--- config.mk ---
export PLATFORM = sky130hd
export DESIGN_NAME = shares_unmask_collect
export DESIGN_NICKNAME = d
export VERILOG_FILES = /design/src/rtl/shares_unmask_collect_pkg.sv /design/src/rtl/share_recombine.sv /design/src/rtl/shares_unmask_collect.sv
export SDC_FILE = /design/constraint.sdc
export NUM_CORES = 1
export LEC_CHECK = 0
export CORE_MARGIN = 2
export CORE_UTILIZATION = 47
export CTS_BUF_LIST = sky130_fd_sc_hd__clkbuf_8
export DETAILED_ROUTE_END_ITERATION = 7
export PLACE_DENSITY = 0.8
export SKIP_CTS_REPAIR_TIMING = 1
export SLEW_MARGIN = 5
export SYNTH_ARGS = -nofsm -noshare
export SYNTH_HDL_FRONTEND = slang
export SYNTH_SLANG_ARGS = --single-unit
--- constraint.sdc ---
create_clock -name clk -period 1.6 [get_ports clk]
set_clock_uncertainty 0.05 [all_clocks]
set_input_delay 0.4 -clock clk [delete_from_list [all_inputs] [get_ports clk]]
set_output_delay 0.4 -clock clk [all_outputs]
set_load 0.01 [all_outputs]
--- src/rtl/shares_unmask_collect_pkg.sv ---
// Shared types and helpers for the share-unmasking lane collector.
package shares_unmask_collect_pkg;

  typedef enum logic [1:0] {
    StCollect = 2'd0,
    StDrain   = 2'd1,
    StOut     = 2'd2
  } state_e;

  // Lane counter width; a single-lane block still needs one bit.
  function automatic int unsigned cnt_width(input int unsigned nlanes);
    return (nlanes > 1) ? $clog2(nlanes) : 1;
  endfunction

  function automatic int unsigned share_lsb(input int unsigned idx, input int unsigned w);
    return idx * w;
  endfunction

endpackage

--- src/rtl/share_recombine.sv ---
// XOR of d registered shares back into one unmasked W-bit word.
module share_recombine
  import shares_unmask_collect_pkg::*;
#(
  parameter int unsigned d = 2,
  parameter int unsigned W = 32
) (
  input  logic [d*W-1:0] shares_i,
  output logic [W-1:0]   data_o
);

  always_comb begin
    data_o = '0;
    for (int unsigned i = 0; i < d; i++) begin
      data_o = data_o ^ shares_i[share_lsb(i, W) +: W];
    end
  end

endmodule

--- src/rtl/shares_unmask_collect.sv ---
// Collects NLANES masked lane words, registers the shares, unmasks them and
// presents the assembled block on a valid/ready output.
module shares_unmask_collect
  import shares_unmask_collect_pkg::*;
#(
  parameter int unsigned d      = 2,
  parameter int unsigned W      = 32,
  parameter int unsigned NLANES = 4
) (
  input  logic                  clk,
  input  logic                  rst_n,
  input  logic                  in_valid_i,
  output logic                  in_ready_o,
  input  logic [d*W-1:0]        in_shares_i,
  output logic                  out_valid_o,
  input  logic                  out_ready_i,
  output logic [NLANES*W-1:0]   out_data_o,
  output logic                  busy_o
);

  localparam int unsigned     CntW    = cnt_width(NLANES);
  localparam logic [CntW-1:0] LastCnt = CntW'(NLANES - 1);

  state_e                   state_q, state_d;
  logic [CntW-1:0]          cnt_q, cnt_d;
  logic [CntW-1:0]          idx_q, idx_d;
  logic [d*W-1:0]           share_q, share_d;
  logic                     pend_q, pend_d;
  logic [NLANES-1:0][W-1:0] lanes_q, lanes_d;
  logic [W-1:0]             lane_word;

  // Only the share register feeds the XOR, so shares never meet in unregistered logic.
  share_recombine #(
    .d(d),
    .W(W)
  ) u_recombine (
    .shares_i(share_q),
    .data_o  (lane_word)
  );

  always_comb begin
    state_d    = state_q;
    cnt_d      = cnt_q;
    idx_d      = idx_q;
    share_d    = share_q;
    pend_d     = 1'b0;
    lanes_d    = lanes_q;
    in_ready_o = 1'b0;

    if (pend_q) begin
      for (int unsigned k = 0; k < NLANES; k++) begin
        if (idx_q == CntW'(k)) begin
          lanes_d[k] = lane_word;
        end
      end
    end

    unique case (state_q)
      StCollect: begin
        in_ready_o = rst_n;
        if (in_valid_i && rst_n) begin
          share_d = in_shares_i;
          pend_d  = 1'b1;
          idx_d   = cnt_q;
          if (cnt_q == LastCnt) begin
            cnt_d   = '0;
            state_d = StDrain;
          end else begin
            cnt_d = cnt_q + 1'b1;
          end
        end
      end
      StDrain: begin
        // The final lane lands on this edge; the block is complete afterwards.
        if (pend_q) begin
          state_d = StOut;
        end
      end
      StOut: begin
        if (out_ready_i) begin
          lanes_d = '0;
          state_d = StCollect;
        end
      end
      default: begin
        state_d = StCollect;
      end
    endcase
  end

  always_ff @(posedge clk or negedge rst_n) begin
    if (!rst_n) begin
      state_q <= StCollect;
      cnt_q   <= '0;
      idx_q   <= '0;
      share_q <= '0;
      pend_q  <= 1'b0;
      lanes_q <= '0;
    end else begin
      state_q <= state_d;
      cnt_q   <= cnt_d;
      idx_q   <= idx_d;
      share_q <= share_d;
      pend_q  <= pend_d;
      lanes_q <= lanes_d;
    end
  end

  assign out_valid_o = (state_q == StOut);
  assign out_data_o  = out_valid_o ? lanes_q : '0;
  assign busy_o      = !((state_q == StCollect) && (cnt_q == '0));

endmodule
# --- Word level (Yosys, flattened, before mapping) ---
# Cells that the tools add are included.
word_totals:
  reg_bits: 199
  in_bits: 68
  out_inout_bits: 131
  elab_cells: 46
classes:
  addsub: 1
  n_eq_ne: 10
  mux: 17
  bitwise: 1
  reduce_logical: 8
op_table:
  columns: ["cell", "count"]
  rows:
  - ["two-way mux 128 bit", 4]
  - ["two-way mux 32 bit", 4]
  - ["bitwise XOR 32 bit", 1]
  - ["two-way mux 2 bit", 5]
  - ["== test 2 bit (second input constant)", 4]
  - ["zero test 2 bit", 3]
  - ["inequality test 2 bit (second input constant)", 3]
  - ["case mux 2 bit (3 select lines)", 1]
  - ["== test 2 x 1 -> 1 bit (second input constant)", 2]
  - ["AND reduction 4 bit", 1]
  - ["two-way mux 1 bit", 3]
  - ["adder 2 x 1 -> 2 bit (second input constant)", 1]
  - ["logical AND 1 bit", 2]
  - ["inequality test 2 x 1 -> 1 bit (second input constant)", 1]
  - ["AND reduction 2 bit", 1]
  - ["zero test 1 bit", 1]

# --- Depth between registers and ports, before layout ---
depth:
  ltp_word: 5
  ltp_mapped: 5
  depth_no_buf: 4

# --- Cells and area by module ---
# A second synthesis with hierarchy kept.
unflattened:
  hier_cells: 903
  hier_area_um2: 9206.3
modules_own_cells:
  columns: ["module", "instances", "cells_per_inst", "area_each_um2", "seq_area_each_um2"]
  rows:
  - ["shares_unmask_collect", 1, 871, 8926.1, 4979.8]
  - ["share_recombine", 1, 32, 280.3, 0.0]

# --- Worst setup path before layout ---
# OpenSTA, ideal clock, no wires.
synth_timing:
  path_type: "register -> output"
  startpoint: "reg state_q[0]"
  endpoint: "out out_data_o[100]"
  arrival_ns: 1.128
  required_time_ns: 1.150
  path_slack_ns: 0.022
  path_stages_with_launch: 5
  path_buffers: 2
  path_cell_list: "dfrtp_1 > nor2b_2 > buf_2 > clkbuf_1 > and2_1"
synth_between:
  elab_chain_len: 2
synth_rtl:
  columns: ["element", "line_no", "rtl"]
  rows:
  - ["start, declared", "shares_unmask_collect.sv:24", "state_e state_q, state_d;"]
  - ["start signal, assigned", "shares_unmask_collect.sv:93", "state_q <= StCollect;"]
  - ["start signal, assigned", "shares_unmask_collect.sv:100", "state_q <= state_d;"]
  - ["== test 2 bit", "shares_unmask_collect.sv:109", "assign out_valid_o = (state_q == StOut);"]
  - ["two-way mux 128 bit", "shares_unmask_collect.sv:110", "assign out_data_o = out_valid_o ? lanes_q : '0;"]
  - ["end, declared", "shares_unmask_collect.sv:17", "output logic [NLANES*W-1:0] out_data_o,"]
# Every way passes these cells.

# --- Worst setup path after layout ---
layout_timing:
  startpoint: "reg state_q[0]"
  endpoint: "out out_data_o[0]"
# The elaborated chain is that of the path after synthesis.

==> results.txt <==
critical path's slowest cell = dfrtp_1
met2 GRT Util = 33.63%
Hold Crit Class = in2async
worst path cell trace = nor2b_4 > buf_4 > clkbuf_16 > and2_1 > dlymetal6s2s_1
Die Area = 0.02041 mm^2
Antenna diodes = 0
1st-iter DRT viols = 432
total gr overflow = 0
clk_lat worst skew = 450 ps
status = complete, but fails checks
CTS root buf = clkbuf_8
TritonRoute pass-1 iters = 6
arrival time worst endpoint = 1700 ps
Post-synth top cells = dfrtp_1, and2_1, nor2_1
Post-synth ARST share = 100.0%
core area = 0.01883 mm^2
Slew Viols, Final = 0
Max Cap Violations = 0
overall global routing resource usage = 20.70%
Clock Pin Slew Worst Setup and Hold Paths = 90 ps
flop-to-flop setup slack = -330 ps
starting density of the core = 48.12%
Die Y = 142.9 um
Vias = 6525
Max Freq = 465.1 MHz
sequential power share = 43.1%
H-tree levels = 4
syn_area_per_cell = 11.77 um^2
main flop type after synthesis = dfrtp_1
kind of critical path = reg2out
Post-synth EDFFs = 0
combinational power share = 43.2%
DRC errors left = 0
Synth-to-Final Area Change = 33.61%
Layout Utilization = 64.29%
Slew HR = 26.67%
Synth area leaders = dfrtp_1, a211oi_1, mux2_4, and2_1, nor2_1
Routed WL = 23.31 mm
share of Yosys cell area claimed by the top area cell type = 54.96%
input/output buffers = 198
GR peak layer = met2
GP Congestion = 0.7524
syn_nets = 840
FF-to-FF Start = state_q[0]
cell count after synthesis = 770
CP startpoint = state_q[0]
CTS tree = yes
Internal Power = 0.01380 W
WP buf/inv = 3
drt wl/cell = 18.65 um
largest net degree at the start of global routing = 196
Worst EP required = 1150 ps
final worst path period need = 2150 ps
max incr delay on CP = 420 ps
Synth Register Bits = 199
GRT met1 Usage = 28.43%
Net Sw Frac = 36.10%
cell taking the most area after synthesis = dfrtp_1
Max IR drop VDD = 0.9700 mV
synthesized area = 0.009061 mm^2
Longest Clk Path Bufs = 2
Ys Warns = 0
Least-Margin Pin Slew = 1100 ps
RSZ-0062 raised after global routing = yes
Post-Route Setup TNS = -89740 ps
die width = 142.9 um
Seq/Total Area, Yosys = 54.96%
fin crit share = 134.4%
critical path endpoint category = primary output
Ports = 199
filler instances = 1444
Max FO, Critical Path = 15
setup ws final = -549.9 ps
PwrDens = 1784 mW/mm^2
antenna-violating nets left = 0
vias in the first global route = 6320
CTS Buf Count = 17
footprint of the multi-input gates = 0.003782 mm^2
Net Sw Power = 0.007796 W
fraction of layout cells with a size suffix above 1 = 30.81%
Worst setup SP type = register
Clock power frac = 13.7%
failing checks = setup timing
sequential cell area = 0.004980 mm^2
via/cell ratio = 5.220
met3 Usage GRT = 3.488%
row cnt = 50
most common cell in the netlist = dfrtp_1
Distinct cells, synth = 23
final count of negative-setup-slack endpoints = 328
worst hold slack = 179.7 ps
CP delay by family, top = buffers and inverters
first-pass GRT wire length = 33.19 mm
Leak Pwr = 5.591 nW
final hold violations = 0
nets@finish = 1050
DP Wirelength = 13.91 mm
initial antenna violation count = 0
total clock sinks = 199
layout make-up:
cell class,instances,share of cell area (%)
sequential,199,41.13
multi-input combinational,504,31.24
timing repair buffer,255,22.01
tap,260,2.687
clock buffer,17,1.933
clock inverter,12,0.8991
inverter,3,0.09301
registers in the layout, summed over array words and instances, names as in the netlist:
name / cells
lanes_q: 128
share_q: 64
cnt_q: 2
idx_q: 2
state_q: 2
pend_q: 1
per-stage QoR:
step	area, um^2	power (W)	std cells	setup WS, ps
2_1_floorplan	9061	0.01468	770	21.71
3_3_place_gp	11340	0.01752	1189	-410.5
3_5_place_dp	11340	0.01785	1189	-435.0
4_1_cts	11680	0.02086	1218	-960.3
5_1_grt	12110	0.02299	1250	-644.9
6_report	12110	0.02160	1250	-549.9
cell families after synthesis:
| kind of cell | count (synthesis) | synth area share (%) |
|---|---|---|
| buffers and inverters | 67 | 4.861 |
| AO/OA/AOI/OAI | 132 | 10.83 |
| AND/OR/NAND/NOR | 272 | 15.30 |
| multiplexers | 66 | 10.69 |
| adder cells (fa/ha/maj) | 2 | 0.2761 |
| flip-flops | 199 | 54.96 |
| XOR/XNOR | 32 | 3.093 |
power groups by stage:
stage	clock (W)	sequential (W)	combinational [W]
floorplan	0	0.00868	0.00600
global placement	0	0.00923	0.00829
detailed placement	0	0.00930	0.00855
CTS	0.00302	0.00923	0.00860
global route	0.00324	0.00960	0.0101
finish	0.00295	0.00931	0.00933
tightest hold or removal path, stage by stage:
cell and delay (ps):
clkbuf_8 110, buf_4 120, buf_12 610
metal layers:
| metal | up-vias | wire length, um |
|---|---|---|
| li1 | 3033 | - |
| met1 | 3271 | 10300 |
| met2 | 205 | 11600 |
| met3 | 16 | 1162 |
| met4 | 0 | 242 |
| met5 | - | 0 |
cells in the final DEF (no fill, tap or decap), types with 2 or more instances in the layout:
| cell type | n |
|---|---|
| dfrtp_1 | 199 |
| and2_1 | 100 |
| clkdlybuf4s50_1 | 66 |
| clkbuf_16 | 13 |
| dlymetal6s2s_1 | 18 |
| and2_4 | 30 |
| buf_2 | 47 |
| a211oi_2 | 3 |
| buf_8 | 2 |
| buf_4 | 15 |
| nand2b_1 | 2 |
| buf_6 | 43 |
| clkinv_4 | 2 |
| buf_12 | 20 |
| clkbuf_8 | 18 |
| xnor2_1 | 32 |
| clkbuf_2 | 28 |
| and3b_2 | 2 |
| nand2_1 | 3 |
| inv_1 | 4 |
| clkinvlp_4 | 3 |
| nor2_1 | 129 |
| clkinv_2 | 3 |
| a211oi_1 | 125 |
| mux2_4 | 66 |
| o21ai_1 | 3 |
| ha_1 | 2 |
worst paths after layout:
| path | end | cells past startpoint |
|---|---|---|
| setup / recovery | out_data_o[0] | 5 |
| hold / removal | lanes_q[95] | 3 |
| setup reg to reg | share_q[16] | 7 |
| hold reg to reg | share_q[28] | 1 |
| max in group asynchronous | lanes_q[13] | 3 |
| min in group clk | share_q[28] | 1 |
(Power assumes the default switching activity.)
